===== src/rtl/mem_responder.sv =====
// Fixed-latency memory responder: serves fetch and load-word requests one at a time
// from bench-writable program/data stores. Define DMEM_PRESET_EN to preset the data store.
module mem_responder #(
  parameter int unsigned IMEM_DEPTH   = 16,
  parameter int unsigned DMEM_DEPTH   = 8,
  parameter int unsigned READ_LATENCY = 2
) (
  input  logic                          clk,
  input  logic                          rst_n,
  input  logic                          if_req,
  input  logic [$clog2(IMEM_DEPTH)-1:0] if_addr,
  output logic                          if_valid,
  output logic [31:0]                   if_instr,
  input  logic                          ld_req,
  input  logic [7:0]                    ld_addr,
  output logic                          ld_valid,
  output logic [7:0]                    ld_data,
  output logic                          ld_err,
  output logic                          busy,
  input  logic                          prog_we,
  input  logic [$clog2(IMEM_DEPTH)-1:0] prog_addr,
  input  logic [31:0]                   prog_data,
  input  logic                          dm_we,
  input  logic [7:0]                    dm_addr,
  input  logic [7:0]                    dm_wdata
);

  localparam int unsigned DA_W  = $clog2(DMEM_DEPTH);
  localparam int unsigned CNT_W = 3;

  typedef enum logic [1:0] {S_IDLE, S_WAIT, S_RESP} state_e;

  typedef struct packed {
    logic        is_ld;
    logic        err;
    logic [31:0] data;
  } rsp_t;

  state_e             state_q, state_d;
  logic [CNT_W-1:0]   cnt_q, cnt_d;
  rsp_t               rsp_q, rsp_d;
  logic               if_valid_q, if_valid_d;
  logic               ld_valid_q, ld_valid_d;
  logic [31:0]        if_instr_q, if_instr_d;
  logic [7:0]         ld_data_q, ld_data_d;
  logic               ld_err_q, ld_err_d;
  logic               busy_q, busy_d;
  logic [31:0]        imem_q [IMEM_DEPTH];
  logic [31:0]        imem_d [IMEM_DEPTH];
  logic [7:0]         dmem_q [DMEM_DEPTH];
  logic [7:0]         dmem_d [DMEM_DEPTH];

  logic if_mapped, ld_mapped, dm_mapped, accept;

  assign if_mapped = 32'(if_addr) < IMEM_DEPTH;
  assign ld_mapped = 32'(ld_addr) < DMEM_DEPTH;
  assign dm_mapped = 32'(dm_addr) < DMEM_DEPTH;

  // Store writes are independent of the request FSM
  always_comb begin
    imem_d = imem_q;
    dmem_d = dmem_q;
    if (prog_we) imem_d[prog_addr] = prog_data;
    if (dm_we && dm_mapped) dmem_d[dm_addr[DA_W-1:0]] = dm_wdata;
  end

  // Request FSM: read data is captured at accept, so later writes cannot alter it
  always_comb begin
    state_d    = state_q;
    cnt_d      = cnt_q;
    rsp_d      = rsp_q;
    if_valid_d = 1'b0;
    ld_valid_d = 1'b0;
    if_instr_d = if_instr_q;
    ld_data_d  = ld_data_q;
    ld_err_d   = ld_err_q;
    busy_d     = busy_q;
    accept     = 1'b0;

    case (state_q)
      S_IDLE: begin
        if (ld_req) begin
          accept      = 1'b1;
          rsp_d.is_ld = 1'b1;
          rsp_d.err   = !ld_mapped;
          rsp_d.data  = ld_mapped ? 32'(dmem_q[ld_addr[DA_W-1:0]]) : 32'h0;
        end else if (if_req) begin
          accept      = 1'b1;
          rsp_d.is_ld = 1'b0;
          rsp_d.err   = 1'b0;
          rsp_d.data  = if_mapped ? imem_q[if_addr] : 32'h0;
        end
        if (accept) begin
          cnt_d   = CNT_W'(READ_LATENCY - 1);
          state_d = (READ_LATENCY == 1) ? S_RESP : S_WAIT;
          busy_d  = 1'b1;
        end
      end
      S_WAIT: begin
        if (cnt_q == '0) state_d = S_RESP;
        else             cnt_d   = cnt_q - CNT_W'(1);
      end
      S_RESP: begin
        state_d = S_IDLE;
        busy_d  = 1'b0;
      end
      default: state_d = S_IDLE;
    endcase

    // Registered response outputs update on entry to RESP
    if (state_d == S_RESP && state_q != S_RESP) begin
      if (rsp_d.is_ld) begin
        ld_valid_d = 1'b1;
        ld_data_d  = rsp_d.data[7:0];
        ld_err_d   = rsp_d.err;
      end else begin
        if_valid_d = 1'b1;
        if_instr_d = rsp_d.data;
      end
    end
  end

  always_ff @(posedge clk or negedge rst_n) begin
    if (!rst_n) begin
      state_q    <= S_IDLE;
      cnt_q      <= '0;
      rsp_q      <= '0;
      if_valid_q <= 1'b0;
      ld_valid_q <= 1'b0;
      if_instr_q <= '0;
      ld_data_q  <= '0;
      ld_err_q   <= 1'b0;
      busy_q     <= 1'b0;
      imem_q     <= '{default: '0};
`ifdef DMEM_PRESET_EN
      dmem_q     <= '{0: 8'hEC, 1: 8'h0A, 2: 8'h02, default: 8'h00};
`else
      dmem_q     <= '{default: '0};
`endif
    end else begin
      state_q    <= state_d;
      cnt_q      <= cnt_d;
      rsp_q      <= rsp_d;
      if_valid_q <= if_valid_d;
      ld_valid_q <= ld_valid_d;
      if_instr_q <= if_instr_d;
      ld_data_q  <= ld_data_d;
      ld_err_q   <= ld_err_d;
      busy_q     <= busy_d;
      imem_q     <= imem_d;
      dmem_q     <= dmem_d;
    end
  end

  assign if_valid = if_valid_q;
  assign if_instr = if_instr_q;
  assign ld_valid = ld_valid_q;
  assign ld_data  = ld_data_q;
  assign ld_err   = ld_err_q;
  assign busy     = busy_q;

endmodule


===== config.mk =====
export PLATFORM = sky130hd
export DESIGN_NAME = mem_responder
export DESIGN_NICKNAME = d
export VERILOG_FILES = /design/src/rtl/mem_responder.sv
export SDC_FILE = /design/constraint.sdc
export NUM_CORES = 1
export LEC_CHECK = 0
export BUFFER_PORTS_ARGS = -buffer_cell sky130_fd_sc_hd__buf_2
export CAP_MARGIN = 10
export CORE_MARGIN = 3
export CORE_UTILIZATION = 45
export CTS_BUF_LIST = sky130_fd_sc_hd__clkbuf_8
export CTS_CLUSTER_DIAMETER = 60
export CTS_CLUSTER_SIZE = 8
export DETAILED_ROUTE_END_ITERATION = 12
export GPL_TIMING_DRIVEN = 0
export SYNTH_ARGS = -nofsm -noshare
export SYNTH_HDL_FRONTEND = slang
export SYNTH_SLANG_ARGS = --single-unit

===== constraint.sdc =====
create_clock -name clk -period 3.1 [get_ports clk]
set_input_delay 0.155 -clock clk [delete_from_list [all_inputs] [get_ports clk]]
set_output_delay 0.155 -clock clk [all_outputs]
set_load 0.02 [all_outputs]

# Word-level counts from Yosys, hierarchy flattened
# Index checks and enable logic that the tools add are counted.
[classes]
order_cmp = 8
eq_ne = 6
n_addsub = 1
bitwise = 5
mux = 31
n_reduce_logical = 13
[ops]
columns = ["cell", "n"]
rows = [
  ["$bwmux W512", 1],
  ["$bmux W32 S4", 1],
  ["$demux W32 S4", 1],
  ["$mux W34", 3],
  ["$mux W32", 3],
  ["$bwmux W64", 1],
  ["$mux W8", 4],
  ["$bmux W8 S3", 1],
  ["$demux W8 S3", 1],
  ["$lt A8 B4 Y1 const B", 2],
  ["$ge A5 B5 Y1 const B", 2],
  ["$not A4 Y5", 2],
  ["$ge A4 B4 Y1 const B", 2],
  ["$mux W1", 8],
  ["$not A3 Y4", 2],
  ["$mux W3", 2],
  ["$ne A2 B2 Y1 const B", 3],
  ["$pmux W3 S2", 1],
  ["$reduce_and A2 Y1", 3],
  ["$lt A5 B1 Y1 const B", 1],
  ["$eq A2 B2 Y1 const B", 2],
  ["$logic_and A1 B1 Y1", 4],
  ["$lt A4 B1 Y1 const B", 1],
  ["$mux W2", 2],
  ["other kinds (10)", 11],
]
[totals]
output_inout_bits = 44
register_bits = 659
wordCells = 99

# Logic depth before layout (Yosys ltp)
# Gate-level depths: netlist (run 1).
[depth]
depth_word = 9
ltp_mapped = 8

# Worst setup path before layout (run 1)
# Ideal clock, no wire load.
[synth_timing]
kind = "in2reg"
start = "input port dm_addr[7]"
end = "register dmem_q[48] (netlist bit)"
cell_stages = 5
setup_ps = 125
arrival_ps = 1946
slack_ps = 1029
n_path_buf = 1
path_cell_list = "or4_1 -> or4_1 -> buf_2 -> nor3b_4 -> mux2_2"
[synth_via]
elab_chain_cells = 2
[synth_rtl]
columns = ["element", "line_no", "source"]
rows = [
  ["start: declaration", "24", "input logic [7:0] dm_addr,"],
  ["$lt A8 B4 Y1", "57", "assign dm_mapped = 32'(dm_addr) < DMEM_DEPTH;"],
  ["$logic_and A1 B1 Y1", "64", "if (dm_we && dm_mapped) dmem_d[dm_addr[DA_W-1:0]] = dm_wdata;"],
  ["end signal: assignment", "151", "dmem_q <= dmem_d;"],
  ["end: declaration", "50", "logic [7:0] dmem_q [DMEM_DEPTH];"],
]
# Every way passes these cells.
# A chain may end at the register's enable or synchronous reset.

# Worst setup path after layout (run 1)
[layout_timing]
start = "register state_q[1]"
end = "register if_instr_q[26], in the netlist if_instr[26]"
[layout_via]
elab_chain_cells = 5
[layout_rtl]
columns = ["element", "line_no", "source"]
rows = [
  ["start: declaration", "39", "state_e state_q, state_d;"],
  ["start signal: assignment", "141", "state_q <= state_d;"],
  ["$eq A2 B1 Y1, or another cell as far along", "80", "case (state_q)"],
  ["$pmux W2 S2", "80", ""],
  ["$eq A2 B2 Y1", "111", "if (state_d == S_RESP && state_q != S_RESP) begin"],
  ["$logic_and A1 B1 Y1", "111", ""],
  ["$reduce_and A2 Y1 (no line)", "-", ""],
  ["end signal: assignment", "146", "if_instr_q <= if_instr_d;"],
  ["end: declaration", "44", "logic [31:0] if_instr_q, if_instr_d;"],
]
# Several ways; a longest one is shown, not always the timed one.

==> flow_summary_export.csv, run 1 <==
group,metric,value,unit
status,outcome,"complete, no violations",
global_route,antenna_found_initial,6,
routing,drc,0,
floorplan,die_w,260.2,um
global_route,grt_pass1_vias,18880,
critical_path,path_cells,"nor2_1 -> clkbuf_1 -> o21ai_1 -> clkbuf_1 -> a32oi_1 -> o21ai_0",
timing,max_slew_margin,19.91,%
timing,slew_violations,0,
routing,vias,17750,
final_layout,area_delta_synth_final,12.52,%
routing,viasPerCell,5.759,
timing,period_share,91.71,%
timing,rsz0062_at_grt,"false",
floorplan,die_height,260.2,um
critical_path,cp_common_cell,"clkbuf_1",
power,seqPwrFrac,51.9,%
routing,ant_nets,0,
critical_path,cp_max_fo,10,
timing,fmax,0.3518,GHz
yosys,synth_compound_area_share,4.424,%
placed_design,place.port_buffers,103,
routing,wire_per_inst,25.22,um
power,power_frac_clock,25.9,%
critical_path,worstSetupPathType,"register to register",
critical_path,arrival,3380,ps
floorplan,initial_core_util,45.76,%
flow_run,drv_cap,0,
critical_path,critPathCaptureType,"register",
critical_path,start_kind,"register",
floorplan,core_area,63540,um2
critical_path,crit_buf_inv,2,
placed_design,gp_congestion,0.7681,
final_layout,fin_nets,2295,
power,p_int,15.97,mW
yosys,yosys.area_share.adder,0.08607,%
yosys,synth_top_family_by_area,"multiplexers",
global_route,track_usage,23.51,%
yosys,synth_cells,1971,
timing,period_needed,2843,ps
final_layout,final_cells,3083,
yosys,synth-simple-area-share,2.178,%
final_layout,multi_input_area,11920,um2
floorplan,io_pins,114,
clocking,cts_made_buffers,92,
critical_path,cpPeakStageDelay,520,ps
timing,finClkSkew,28.85,ps
yosys,muxShareOfSynthArea,34.28,%
yosys,ys_types,40,
clocking,clock_path_buffers,3,
critical_path,crit_family,"compound AO/OA/AOI/OAI gates",
final_layout,drive_above_1_share,40.49,%
floorplan,dieArea,67700,um2
placed_design,dp.cells,2929,
yosys,syn-num-nets,2043,
routing,wl,77760,um
floorplan,row_count,92,
power,combPwrFrac,22.2,%
worst_hold_path,holdCritPathClass,"primary input to asynchronous set/reset pin",
clocking,cts_setup_buffers,0,
final_layout,fillers,5486,
yosys,synthArstFlopShare,100.0,%
clocking,cts.clk_slew.worst_paths,60,ps
yosys,synth-edff-count,0,
yosys,yosysWarnings,0,
power,p_leak,14.53,nW
power,irDropWorstVdd,0.0003316,V
yosys,yosys.area_share.xor_xnor,0.03012,%
clocking,root_buffer,"clkbuf_8",
routing,firstDrtPassIters,7,
critical_path,critPathRequiredTime,3630,ps
power,cellPowerDensity,691.2,nW/um2
yosys,synthTopCellsByArea,"dfrtp_1 57%, mux2_2 23%, mux4_2 6.2%",
yosys,syn-cell-area,29070,um2
yosys,synth_top_area_cell,"dfrtp_1",
timing,setup_viol,0,
yosys,synth_seq_cells,659,
global_route,grt.overflow.total,0,
yosys,yosysSeqAreaShare,56.72,%
clocking,cts_tree,"yes",
final_layout,seq_area,16490,um2
power,power,22.61,mW
clocking,clk_latency,680,ps
clocking,cts.htree.levels,3,
critical_path,slowest_stage,"clkbuf_1",
yosys,netlist.area_leader.share,56.72,%
global_route,grt_max_degree,130,
timing,worst_pin_slew,1201,ps
power,swShare,29.39,%
final_layout,utilization,51.48,%
yosys,ys_dominant_reg_cell,"dfrtp_1",
yosys,syn_avg_cell_area,14.75,um2
placed_design,hpwl,51950,um
global_route,grt_pass1_wl,118700,um
routing,drt_iter0_markers,1131,
timing,finalHoldViolCount,0,
clocking,clock_sinks,659,
power,power_switching,6.645,mW
final timing paths:
check | startpoint | slack (ps) | end | cells after the start
max | state_q[1]$_DFF_PN0_ | 260 | if_instr[26]$_DFFE_PN0P_ | 6
min | rst_n | 40 | dmem_q[60]$_DFFE_PN0P_ | 2
max reg2reg | state_q[1]$_DFF_PN0_ | 260 | if_instr[26]$_DFFE_PN0P_ | 6
min reg2reg | ld_data[4]$_DFFE_PN0P_ | 470 | ld_data[4]$_DFFE_PN0P_ | 2
max in group asynchronous | rst_n | 1330 | if_instr[18]$_DFFE_PN0P_ | 4
min in group clk | prog_addr[1] | 110 | imem_q[480]$_DFFE_PN0P_ | 4
synth_stat cells, types with 8 or more instances:
cell type,instances
buf_2,17
a22oi_1,72
mux2i_1,152
dfrtp_1,659
nand2b_1,8
a32oi_1,24
clkbuf_1,116
mux4_2,80
a211oi_1,8
o31ai_1,8
nor2b_1,13
mux2_2,589
a21oi_1,9
o21ai_0,68
nand2_1,46
nor2_1,24
buf_1,31
per-stage QoR:
step	setup TNS, ps	cell area, um2	worst slack (ps)	hold WS, ps
floorplan	0	29070	1029	-140.6
detailed placement	-2416	30860	-277.5	190.1
global placement	-7488870	30650	-11420	462.8
finish	0	32710	257.1	42.63
CTS	0	32680	220.6	28.09
global route	0	32700	75.26	58.67
placed cells by master, fill, tap and decap left out, types with 31 or more instances in the layout:
master / n
a22oi_1: 72
clkbuf_1: 116
nand2_1: 46
mux2i_1: 152
dlygate4sd3_1: 45
dfrtp_1: 659
buf_1: 31
mux2_2: 589
clkbuf_8: 94
o21ai_0: 68
buf_2: 119
mux4_2: 80
cell families (layout without fill, tap and decap cells):
family	after synthesis	after routing
multiplexers	822	822
flip-flops	659	659
AO/OA/AOI/OAI	193	193
buffers and inverters	171	430
AND/OR/NAND/NOR	123	123
adder cells (fa/ha/maj)	2	2
XOR/XNOR	1	1
other	0	7
power groups by stage:
| stage | registers (mW) | clock network, mW | logic [mW] |
|---|---|---|---|
| 3_5_place_dp | 11.9 | 0 | 5.01 |
| 3_3_place_gp | 11.8 | 0 | 4.82 |
| 2_1_floorplan | 11.8 | 0 | 3.20 |
| 5_1_grt | 12.0 | 6.43 | 5.49 |
| 4_1_cts | 11.7 | 6.07 | 5.07 |
| 6_report | 11.7 | 5.87 | 5.01 |
registers in the layout, summed over array words and instances, names as in the netlist:
name      flops
state_q       2
if_valid      1
ld_valid      1
ld_data       8
rsp_q        34
cnt_q         3
if_instr     32
imem_q      512
ld_err        1
busy          1
dmem_q       64
cell type report:
class	instances	area share, %
diodes	7	0.05355
plain buffers	164	1.947
clock buffers	94	3.955
clock inverters	7	0.2218
inverters	7	0.08032
multi-input cells	1141	36.44
flip-flops and latches	659	50.41
well taps	846	3.236
repair buffers	158	3.660
routing by layer:
metal / vias to the layer above / part of all wire [%] / global-route usage [%]
li1: 7713 / - / -
met5: - / 0.030 / 0
met3: 125 / 5.1 / 3.993
met1: 9486 / 46 / 33.56
met2: 426 / 47 / 37.33
met4: 4 / 2.2 / 6.504
what timing repair did:
action	in CTS	in global routing
endpoints found under the setup margin	0	0
gates resized for setup	0	0
endpoints found under the hold margin	357	0
hold buffers	45	0
Power figures use the tool's default switching activity.
==> inputs of run 2 (changes only) <==
Settings changed: CORE_ASPECT_RATIO set to 0.75, CORE_UTILIZATION 45 to 49, PLACE_DENSITY set to 0.66.
==> run 2 against run 1 <==
Maximum frequency is 4.6% lower. Combinational power is 0.8% higher. Clock-buffer cell count is 2 higher. Worst hold slack better by 29 ps. Core utilization is 4.6 points higher. Sequential cell count stayed put. Routed wire length hardly changed. Clock power is 2% lower. Final area is 0.47% lower. Sequential share of layout area is 0.24 points higher. Via count is 0.79% higher. Largest cell class unchanged.
==> flow_summary_export.csv, run 2 (same netlist as run 1, synthesis figures left out) <==
group,metric,value,unit
placed_design,hpwl,51680,um
routing,route.top_layer_used,"met5",
critical_path,worstSetupPathType,"register to register",
final_layout,fillers,4733,
routing,ant_nets,0,
floorplan,row_count,76,
clocking,clk_latency,680,ps
timing,fmax,0.3355,GHz
final_layout,largest_reg_flops,512,
final_layout,top_register,"imem_q",
power,irDropWorstVdd,0.0004185,V
timing,period_share,96.14,%
floorplan,die_height,217.0,um
final_layout,area_delta_synth_final,11.99,%
worst_hold_path,holdCritPathClass,"primary input to asynchronous set/reset pin",
final_layout,utilization,56.13,%
timing,max_slew_margin,15.00,%
floorplan,io_pins,114,
critical_path,arrival,3500,ps
floorplan,initial_core_util,50.12,%
final_layout,drive_above_1_share,40.40,%
routing,drt_iter0_markers,1528,
placed_design,place.port_buffers,103,
timing,finClkSkew,36.21,ps
global_route,track_usage,25.55,%
placed_design,placed_area,30740,um2
routing,drc,0,
final_layout,reg_top3,"imem_q: 512 flops, dmem_q: 64 flops, rsp_q: 34 flops",
clocking,cts-resized-gates,0,
clocking,clock_sinks,659,
final_layout,final_common_cell,"dfrtp_1",
clocking,clock_path_buffers,3,
routing,vias,17890,
final_layout,mostFrequentLayoutCells,"659 x dfrtp_1, 589 x mux2_2, 152 x mux2i_1, 119 x buf_2, 116 x clkbuf_1",
routing,wl_met3,5783,um
power,cellPowerDensity,691.9,nW/um2
critical_path,cp_max_fo,10,
timing,finalHoldViolCount,0,
final_layout,fin_area,32560,um2
clocking,cts_setup_buffers,0,
routing,firstDrtPassIters,5,
status,outcome,"complete, no violations",
routing,viasPerCell,5.949,
global_route,grt_pass1_wl,119200,um
timing,fin_hold_ws,71.31,ps
global_route,antenna_found_initial,6,
global_route,grt_max_degree,128,
final_layout,fin_nets,2293,
floorplan,core_area,58010,um2
timing,slew_violations,0,
routing,wl_met2,34410,um
clocking,cts_made_buffers,92,
placed_design,gp_congestion,0.8411,
final_layout,final_cells,3008,
floorplan,dieArea,62320,um2
timing,rsz0062_at_grt,"false",
timing,final.setup.tns,0,ps
timing,period_needed,2980,ps
timing,setup_viol,0,
critical_path,critPathCaptureType,"register",
clocking,cts_tree,"yes",
global_route,grt_pass1_vias,19170,
clocking,cts.clk_slew.worst_paths,60,ps
power,p_leak,14.51,nW
flow_run,drv_cap,0,
routing,wirelength_met1,35550,um
critical_path,start_kind,"register",
clocking,root_buffer,"clkbuf_8",
floorplan,die_w,287.3,um
global_route,grt.overflow.total,0,
routing,wl,77800,um
timing,worst_pin_slew,1266,ps
placed_design,dp.cells,2860,
clocking,hold_buffers,45,
critical_path,critPathRequiredTime,3620,ps
clocking,cts.htree.levels,3,
routing,wire_per_inst,25.87,um
-- run 2: cell count changes in the layout (fill, tap and decap cells not counted) --
cell and change:
diode_2 -4, clkinvlp_4 -3, buf_8 -2, clkbuf_8 +2, bufinv_16 -1, clkinv_2 +1, inv_1 -1, inv_6 -1
-- run 2: final cells by class --
type / instances / area, um2 / share of cell area [%]
clock inverters: 2 / 12.51 / 0.03843
plain buffers: 164 / 636.9 / 1.956
clock buffers: 96 / 1321 / 4.058
multi-input cells: 1141 / 11920 / 36.61
well taps: 780 / 975.9 / 2.997
inverters: 7 / 26.28 / 0.08070
flip-flops and latches: 659 / 16490 / 50.65
diodes: 3 / 7.507 / 0.02306
repair buffers: 156 / 1167 / 3.585
-- run 2: path summary, 6_finish.rpt --
kind / startpoint / to / slack, ps / depth (start not counted)
worst max-delay path: state_q[1]$_DFF_PN0_ / if_instr[30]$_DFFE_PN0P_ / 120 / 6
worst min-delay path: rst_n / dmem_q[56]$_DFFE_PN0P_ / 70 / 2
worst max register to register: state_q[1]$_DFF_PN0_ / if_instr[30]$_DFFE_PN0P_ / 120 / 6
worst min register to register: if_instr[24]$_DFFE_PN0P_ / if_instr[24]$_DFFE_PN0P_ / 470 / 2
max in group asynchronous: rst_n / imem_q[250]$_DFFE_PN0P_ / 1370 / 4
min in group clk: prog_addr[0] / imem_q[480]$_DFFE_PN0P_ / 120 / 4
-- run 2: worst max-delay path, stage by stage (launching register included) --
cell,delay [ps]
dfrtp_1,430
nor2_1,200
clkbuf_1,360
o21ai_1,540
clkbuf_1,530
a32oi_1,570
o21ai_0,180
-- run 2: stage by stage --
step	total power [mW]	worst slack, ps
CTS	22.70	123.2
floorplan	15.03	1029
global placement	16.53	-11360
finish	22.53	119.6
detailed placement	16.87	-370.4
global route	23.77	17.40
-- run 2: per-layer routing --
metal / GRT usage, % / vias up
met5: 0 / -
met4: 7.819 / 6
met3: 7.215 / 140
met2: 37.79 / 521
met1: 36.79 / 9524
li1: - / 7703
-- run 2: power breakdown --
group | switching [mW] | leakage (nW) | total [mW] | internal [mW]
Combinational | 2.54 | 5.56 | 5.05 | 2.51
Clock | 3.03 | 0.694 | 5.76 | 2.73
Sequential | 1.04 | 8.25 | 11.7 | 10.7
